===== src/rtl/tick_wave_gen.sv =====
// tick_wave_gen: tick-driven saw/square/triangle sample generator
// with a handshaked config port applied at phase wrap.
// Optional: define TICK_WAVE_GEN_SYNC_EN to add a phase-sync input.
module tick_wave_gen #(
  parameter int PW = 16,
  parameter int DW = 8
) (
  input  logic          clk,
  input  logic          rst,
`ifdef TICK_WAVE_GEN_SYNC_EN
  input  logic          sync,
`endif
  input  logic          tick,
  input  logic          en,
  input  logic          cfg_valid,
  output logic          cfg_ready,
  input  logic [PW-1:0] cfg_step,
  input  logic [1:0]    cfg_mode,
  input  logic [DW-1:0] cfg_amp,
  output logic [DW-1:0] sample,
  output logic          sample_valid,
  output logic          wrap
);

  typedef enum logic {IDLE, PENDING} st_t;

  st_t           st;
  logic [PW-1:0] phase;
  logic [PW-1:0] step_act;
  logic [1:0]    mode_act;
  logic [DW-1:0] amp_act;
  logic [PW-1:0] step_sh;
  logic [1:0]    mode_sh;
  logic [DW-1:0] amp_sh;

  logic          adv;
  logic [PW:0]   sum;
  logic [PW-1:0] nxt;
  logic          carry;
  logic          apply;
  logic [1:0]    mode_eff;
  logic [DW-1:0] amp_eff;
  logic [DW-1:0] tri_t;
  logic [DW-1:0] raw;
  logic [DW:0]   amp_p1;
  logic [2*DW:0] prod;
  logic [DW-1:0] scaled;

  assign cfg_ready = (st == IDLE);
  assign adv = tick && en;

  // Next phase, carry and config-apply decision for this edge.
  always_comb begin
    sum   = {1'b0, phase} + {1'b0, step_act};
    nxt   = sum[PW-1:0];
    carry = sum[PW];
`ifdef TICK_WAVE_GEN_SYNC_EN
    if (sync) begin
      nxt   = '0;
      carry = 1'b1;
    end
`endif
    apply = (st == PENDING) &&
            (!en || (adv && (carry || step_act == '0)));
    mode_eff = apply ? mode_sh : mode_act;
    amp_eff  = apply ? amp_sh : amp_act;
  end

  // Waveform shaping and amplitude scaling of the next phase.
  always_comb begin
    tri_t = nxt[PW-2 -: DW];
    raw   = '0;
    unique case (mode_eff)
      2'b00:   raw = nxt[PW-1 -: DW];
      2'b01:   raw = nxt[PW-1] ? '0 : '1;
      2'b10:   raw = nxt[PW-1] ? ~tri_t : tri_t;
      default: raw = '0;
    endcase
    amp_p1 = {1'b0, amp_eff} + (DW+1)'(1);
    prod   = (2*DW+1)'(raw) * (2*DW+1)'(amp_p1);
    scaled = DW'(prod >> DW);
  end

  // Phase accumulator, config FSM and registered sample outputs.
  always_ff @(posedge clk or posedge rst) begin
    if (rst) begin
      st           <= IDLE;
      phase        <= '0;
      step_act     <= '0;
      mode_act     <= 2'b00;
      amp_act      <= '1;
      step_sh      <= '0;
      mode_sh      <= 2'b00;
      amp_sh       <= '0;
      sample       <= '0;
      sample_valid <= 1'b0;
      wrap         <= 1'b0;
    end else begin
      sample_valid <= adv;
      wrap         <= adv && carry;
      if (adv) begin
        phase  <= nxt;
        sample <= scaled;
      end
      unique case (st)
        IDLE: begin
          if (cfg_valid) begin
            step_sh <= cfg_step;
            mode_sh <= cfg_mode;
            amp_sh  <= cfg_amp;
            st      <= PENDING;
          end
        end
        PENDING: begin
          if (apply) begin
            step_act <= step_sh;
            mode_act <= mode_sh;
            amp_act  <= amp_sh;
            st       <= IDLE;
          end
        end
        default: st <= IDLE;
      endcase
    end
  end

endmodule

===== config.mk =====
export PLATFORM = sky130hd
export DESIGN_NAME = tick_wave_gen
export DESIGN_NICKNAME = d
export VERILOG_FILES = /design/src/rtl/tick_wave_gen.sv
export SDC_FILE = /design/constraint.sdc
export NUM_CORES = 1
export LEC_CHECK = 0
export ABC_AREA = 1
export CORE_MARGIN = 5
export CORE_UTILIZATION = 25
export CTS_BUF_LIST = sky130_fd_sc_hd__clkbuf_16
export DETAILED_ROUTE_END_ITERATION = 7
export PLACE_DENSITY = 0.4
export SLEW_MARGIN = 20
export SYNTH_ARGS = -nofsm -noshare
export SYNTH_HDL_FRONTEND = slang
export SYNTH_SLANG_ARGS = --single-unit

===== constraint.sdc =====
create_clock -name clk -period 13.45 [get_ports clk]
set_input_delay 2.0175 -clock clk [delete_from_list [all_inputs] [get_ports clk]]
set_output_delay 2.0175 -clock clk [all_outputs]
set_load 0.03 [all_outputs]

==> impl_metrics.json, run 1 <==
{
  "min_path_type": "flop to flop",
  "dp_hpwl_mm": 12.8,
  "hold_start": "sample[4]$_DFFE_PP0P_",
  "hold_viol": 0,
  "synth-main-ff-cell": "dfrtp_1",
  "tightest_slew_ns": 0.882,
  "crit_arrival_ns": 8.76,
  "fmax_ghz": 0.117,
  "core_area_sq_um": 26000,
  "dieWidth_um": 172,
  "rrSetupSlack_ns": 6.37,
  "grt_pass1_vias": 5257,
  "antenna_found_initial": 0,
  "gp_congestion": 0.807,
  "post_cts_buffers": 0,
  "postRouteAntennaNets": 0,
  "outcome": "finished, final reports clean",
  "drc": 0,
  "period_minus_slack_ns": 8.53,
  "cts-root-buf": "clkbuf_16",
  "die-area_sq_um": 29600,
  "cp_common_cell": "nand2_1",
  "die_h_um": 172,
  "drt-total-wl_mm": 15.9,
  "ioPinCount": 42,
  "drt-pass1-iter-count": 4,
  "setup-tns-final_ns": 0,
  "wl_per_cell_um": 13.1,
  "end_kind": "flop",
  "track_usage": 0.115,
  "grt_overflow": 0,
  "yosysSeqAreaShare": 0.303,
  "via_per_inst": 4.19,
  "period_share": 0.634,
  "worstSetupPathType": "primary input to flop",
  "diodes": 0,
  "max_stage_delay_ns": 0.62,
  "syn_avg_cell_area_sq_um": 7.81,
  "yosysTopAreaCellShare": 0.271,
  "synth_enable_flop_cells": 0,
  "cts_sinks": 79,
  "final_common_cell": "nand2_1",
  "rsz0062_at_grt": "no",
  "hold_path_depth": 2,
  "ys_warn_count": 0,
  "ys_types": 47,
  "htreeDepth": 3,
  "cts_buffer_depth": 2,
  "synth_area_leaders": "dfrtp_1 27%, fa_1 13%, nand2_1 11%",
  "relSlewSlack": 0.410,
  "syn_inst": 841,
  "start_kind": "primary input",
  "cts_tree": "done",
  "synth_top_cell_by_area": "dfrtp_1",
  "clock_latency_ns": 0.35,
  "cp_max_fo": 53,
  "cts-resized-gates": 0,
  "cts_buffers": 9,
  "detail_route.iter0.violations": 262,
  "syn_area_sq_um": 6570,
  "grt_pass1_wl_mm": 27.0,
  "vias": 5104,
  "maxCapViolations": 0,
  "nets": 999,
  "start_util": 0.253,
  "syn2layout_area_growth_pct": 16.1,
  "worstPathRequired_ns": 13.68,
  "cts.hold.buffers_added": 0,
  "synth-async-reset-ratio": 1.00,
  "skew_ns": 0.00892,
  "finalSetupViolCount": 0,
  "rows": 59,
  "grt_max_degree": 65,
  "drv_slew": 0,
  "whs_ns": 0.491,
  "rr_worst_depth": 35,
  "place.port_buffers": 41,
  "layout_common_cells": "194 x nand2_1, 152 x inv_1, 90 x nor2_1",
  "reg2reg_to": "sample[7]$_DFFE_PP0P_",
  "syn-num-nets": 962,
  "cp_slowest_cell": "nor3_1",
  "min_to": "sample[4]$_DFFE_PP0P_",
  "clkTransAtPathRegs_ns": 0.06,
  "ys_ff_latch": 79,
  "r2r-start": "step_act[0]$_DFFE_PP0P_",
  "layout-drive-gt1-share": 0.0838
}
[synth_stat cells (all sizes together), types with 7 or more instances]
cell type and number:
a21oi 48, clkbuf 11, dfrtp 71, dfstp 8, fa 41, ha 49
inv 157, nand2 209, nand3 33, nor2 94, nor3 10, o21ai 51
or2 7, xnor2 9, xor2 13
[state kept, by name, indices dropped and copies added (netlist names)]
register      flops
mode_act          2
sample_valid      1
phase            16
wrap              1
step_act         16
st                1
sample            8
amp_sh            8
step_sh          16
mode_sh           2
amp_act           8
[critical path: cells and delay by family]
| family | cells | cell delay [ns] |
|---|---|---|
| AO/OA/AOI/OAI | 1 | 0.25 |
| adder cells (fa/ha/maj) | 5 | 2.27 |
| buffers and inverters | 7 | 1.63 |
| AND/OR/NAND/NOR | 17 | 2.53 |
[stage by stage]
| step | instances | instance area, sq um | util | worst slack [ns] |
|---|---|---|---|---|
| after floorplan | 841 | 6570 | - | 6.33 |
| after global placement | 1202 | 7320 | 0.282 | 4.44 |
| after detailed placement | 1202 | 7320 | 0.282 | 4.40 |
| after CTS | 1218 | 7620 | 0.293 | 4.72 |
| after global routing | 1218 | 7620 | 0.293 | 4.29 |
| final | 1218 | 7620 | 0.293 | 4.92 |
[final cells by class]
class | count | area, sq um
Sequential cell | 79 | 1990
Inverter | 158 | 594
Multi-Input combinational cell | 587 | 3890
Clock inverter | 7 | 80.1
Fill cell | 2874 | 18400
Clock buffer | 9 | 225
Tap cell | 335 | 419
Timing Repair Buffer | 43 | 425
[how the worst max path moves through the flow]
stage / from / to / slack, ns / depth (start not counted)
3_3_place_gp: en / sample[7]$_DFFE_PP0P_ / 4.44 / 30
2_1_floorplan: tick / sample[6]$_DFFE_PP0P_ / 6.33 / 29
3_5_place_dp: en / sample[7]$_DFFE_PP0P_ / 4.40 / 30
5_1_grt: en / sample[7]$_DFFE_PP0P_ / 4.29 / 30
4_1_cts: en / sample[7]$_DFFE_PP0P_ / 4.72 / 30
6_report: en / sample[7]$_DFFE_PP0P_ / 4.92 / 30
[cells by family after synthesis]
logic type,share of synthesized area
multiplexers,0.00514
adder cells (fa/ha/maj),0.218
AO/OA/AOI/OAI,0.103
XOR/XNOR,0.0322
AND/OR/NAND/NOR,0.233
flip-flops,0.303
buffers and inverters,0.105
[metal layers]
layer  vias up  GRT usage  part of all wire
met3        11     0.0194             0.028
met4         0     0.0267             0.011
met1      2359      0.166              0.52
met5         -          0                 0
li1       2666          -                 -
met2        68      0.179              0.44
Power of run 1 is left out: the tool's default activity adds up to more than one toggle a clock period on the data nets, which glitch-free logic cannot reach.
==> run 2: changes to the inputs <==
==> constraint.sdc (replaced) <==
create_clock -name clk -period 8.75 [get_ports clk]
set_input_delay 1.3125 -clock clk [delete_from_list [all_inputs] [get_ports clk]]
set_output_delay 1.3125 -clock clk [all_outputs]
set_load 0.03 [all_outputs]
==> impl_metrics.json, run 2 (same netlist as run 1, synthesis figures left out) <==
{
  "outcome": "finished, final reports clean",
  "core_area_sq_um": 26000,
  "clock_latency_ns": 0.35,
  "multi_input_area_sq_um": 3890,
  "reg_top3": "phase: 16 flops, step_act: 16 flops, step_sh: 16 flops",
  "relSlewSlack": 0.397,
  "die-area_sq_um": 29600,
  "seq_area_sq_um": 1990,
  "tightest_slew_ns": 0.902,
  "end_kind": "flop",
  "diodes": 0,
  "cts_sinks": 79,
  "cts_tree": "done",
  "cts.hold.buffers_added": 0,
  "post_cts_buffers": 0,
  "grt_max_degree": 54,
  "start_kind": "primary input",
  "worstPathRequired_ns": 8.98,
  "antenna_found_initial": 0,
  "dieWidth_um": 172,
  "final_area_sq_um": 7610,
  "syn2layout_area_growth_pct": 15.9,
  "gp_congestion": 0.820,
  "placed_area_sq_um": 7330,
  "detail_route.iter0.violations": 269,
  "track_usage": 0.116,
  "skew_ns": 0.0171,
  "finalSetupViolCount": 0,
  "period_minus_slack_ns": 7.63,
  "crit_arrival_ns": 7.87,
  "grt_pass1_vias": 5257,
  "start_util": 0.253,
  "fillers": 2914,
  "drv_slew": 0,
  "ioPinCount": 42,
  "period_share": 0.872,
  "clkTransAtPathRegs_ns": 0.06,
  "grt_pass1_wl_mm": 27.3,
  "vias": 5098,
  "setup-tns-final_ns": 0,
  "dp_hpwl_mm": 12.6,
  "rsz0062_at_grt": "no",
  "postRouteAntennaNets": 0,
  "max_stage_delay_ns": 0.58,
  "cts_buffers": 9,
  "maxCapViolations": 0,
  "layout-drive-gt1-share": 0.0859,
  "grt_overflow": 0,
  "drt-pass1-iter-count": 4,
  "cts-resized-gates": 0,
  "place.port_buffers": 41,
  "final_common_cell": "nand2_1",
  "drt-total-wl_mm": 15.8,
  "rows": 59,
  "min_path_type": "flop to flop",
  "wl_per_cell_um": 13.0,
  "cts-root-buf": "clkbuf_16",
  "cp_slowest_cell": "nor3_1",
  "drc": 0,
  "fmax_ghz": 0.131,
  "via_per_inst": 4.18,
  "cts_buffer_depth": 2,
  "worstSetupPathType": "primary input to flop",
  "die_h_um": 172,
  "cp_max_fo": 53,
  "nets": 1001,
  "hold_viol": 0,
  "htreeDepth": 3,
  "layout_common_cells": "194 x nand2_1, 152 x inv_1, 90 x nor2_1"
}
## run 2: path summary, 6_finish.rpt
| check | start | endpoint | slack [ns] | cells after the start |
|---|---|---|---|---|
| hold / removal | sample[5]$_DFFE_PP0P_ | sample[5]$_DFFE_PP0P_ | 0.48 | 2 |
| setup / recovery | tick | sample[7]$_DFFE_PP0P_ | 1.12 | 30 |
| min in group asynchronous | rst | amp_sh[4]$_DFFE_PP0P_ | 1.30 | 2 |
| max in group asynchronous | rst | phase[9]$_DFFE_PP0P_ | 6.35 | 3 |
| hold reg to reg | sample[5]$_DFFE_PP0P_ | sample[5]$_DFFE_PP0P_ | 0.48 | 2 |
| setup reg to reg | step_act[0]$_DFFE_PP0P_ | sample[7]$_DFFE_PP0P_ | 1.74 | 35 |
## run 2: metrics by stage
step / hold WS (ns) / instances / util / worst slack [ns]
after floorplan: 0.455 / 841 / - / 2.33
after global placement: 0.475 / 1204 / 0.282 / 0.720
after detailed placement: 0.474 / 1204 / 0.282 / 0.634
after CTS: 0.492 / 1220 / 0.293 / 1.01
after global routing: 0.520 / 1220 / 0.293 / 0.698
final: 0.483 / 1220 / 0.293 / 1.12
## run 2: worst max-delay path, delay by kind of cell
kind,cells,cell delay [ns]
AND/OR/NAND/NOR,16,2.51
adder cells (fa/ha/maj),5,2.29
buffers and inverters,7,1.16
AO/OA/AOI/OAI,2,0.57
## run 2: layout make-up
type | count | share of cell area
Timing Repair Buffer | 45 | 0.0579
Tap cell | 335 | 0.0551
Clock buffer | 9 | 0.0296
Sequential cell | 79 | 0.261
Inverter | 158 | 0.0781
Multi-Input combinational cell | 587 | 0.511
Clock inverter | 7 | 0.00740
## run 2: metal layers
layer	vias up	track usage	part of all wire
li1	2669	-	-
met1	2342	0.168	0.52
met3	16	0.0199	0.027
met5	-	0	0
met2	71	0.179	0.44
met4	0	0.0308	0.016
Power of run 2 is left out for the same reason.
==> run 3: changes to the inputs <==
--- a/config.mk
+++ b/config.mk
@@ -10,6 +10,7 @@
 export CORE_UTILIZATION = 25
 export CTS_BUF_LIST = sky130_fd_sc_hd__clkbuf_16
 export DETAILED_ROUTE_END_ITERATION = 7
+export GPL_TIMING_DRIVEN = 1
 export PLACE_DENSITY = 0.4
 export SLEW_MARGIN = 20
 export SYNTH_ARGS = -nofsm -noshare
==> results of run 3 <==
Same layout as run 2: the final DEF is identical, and so are final timing and power.
Power of run 3 is left out for the same reason.
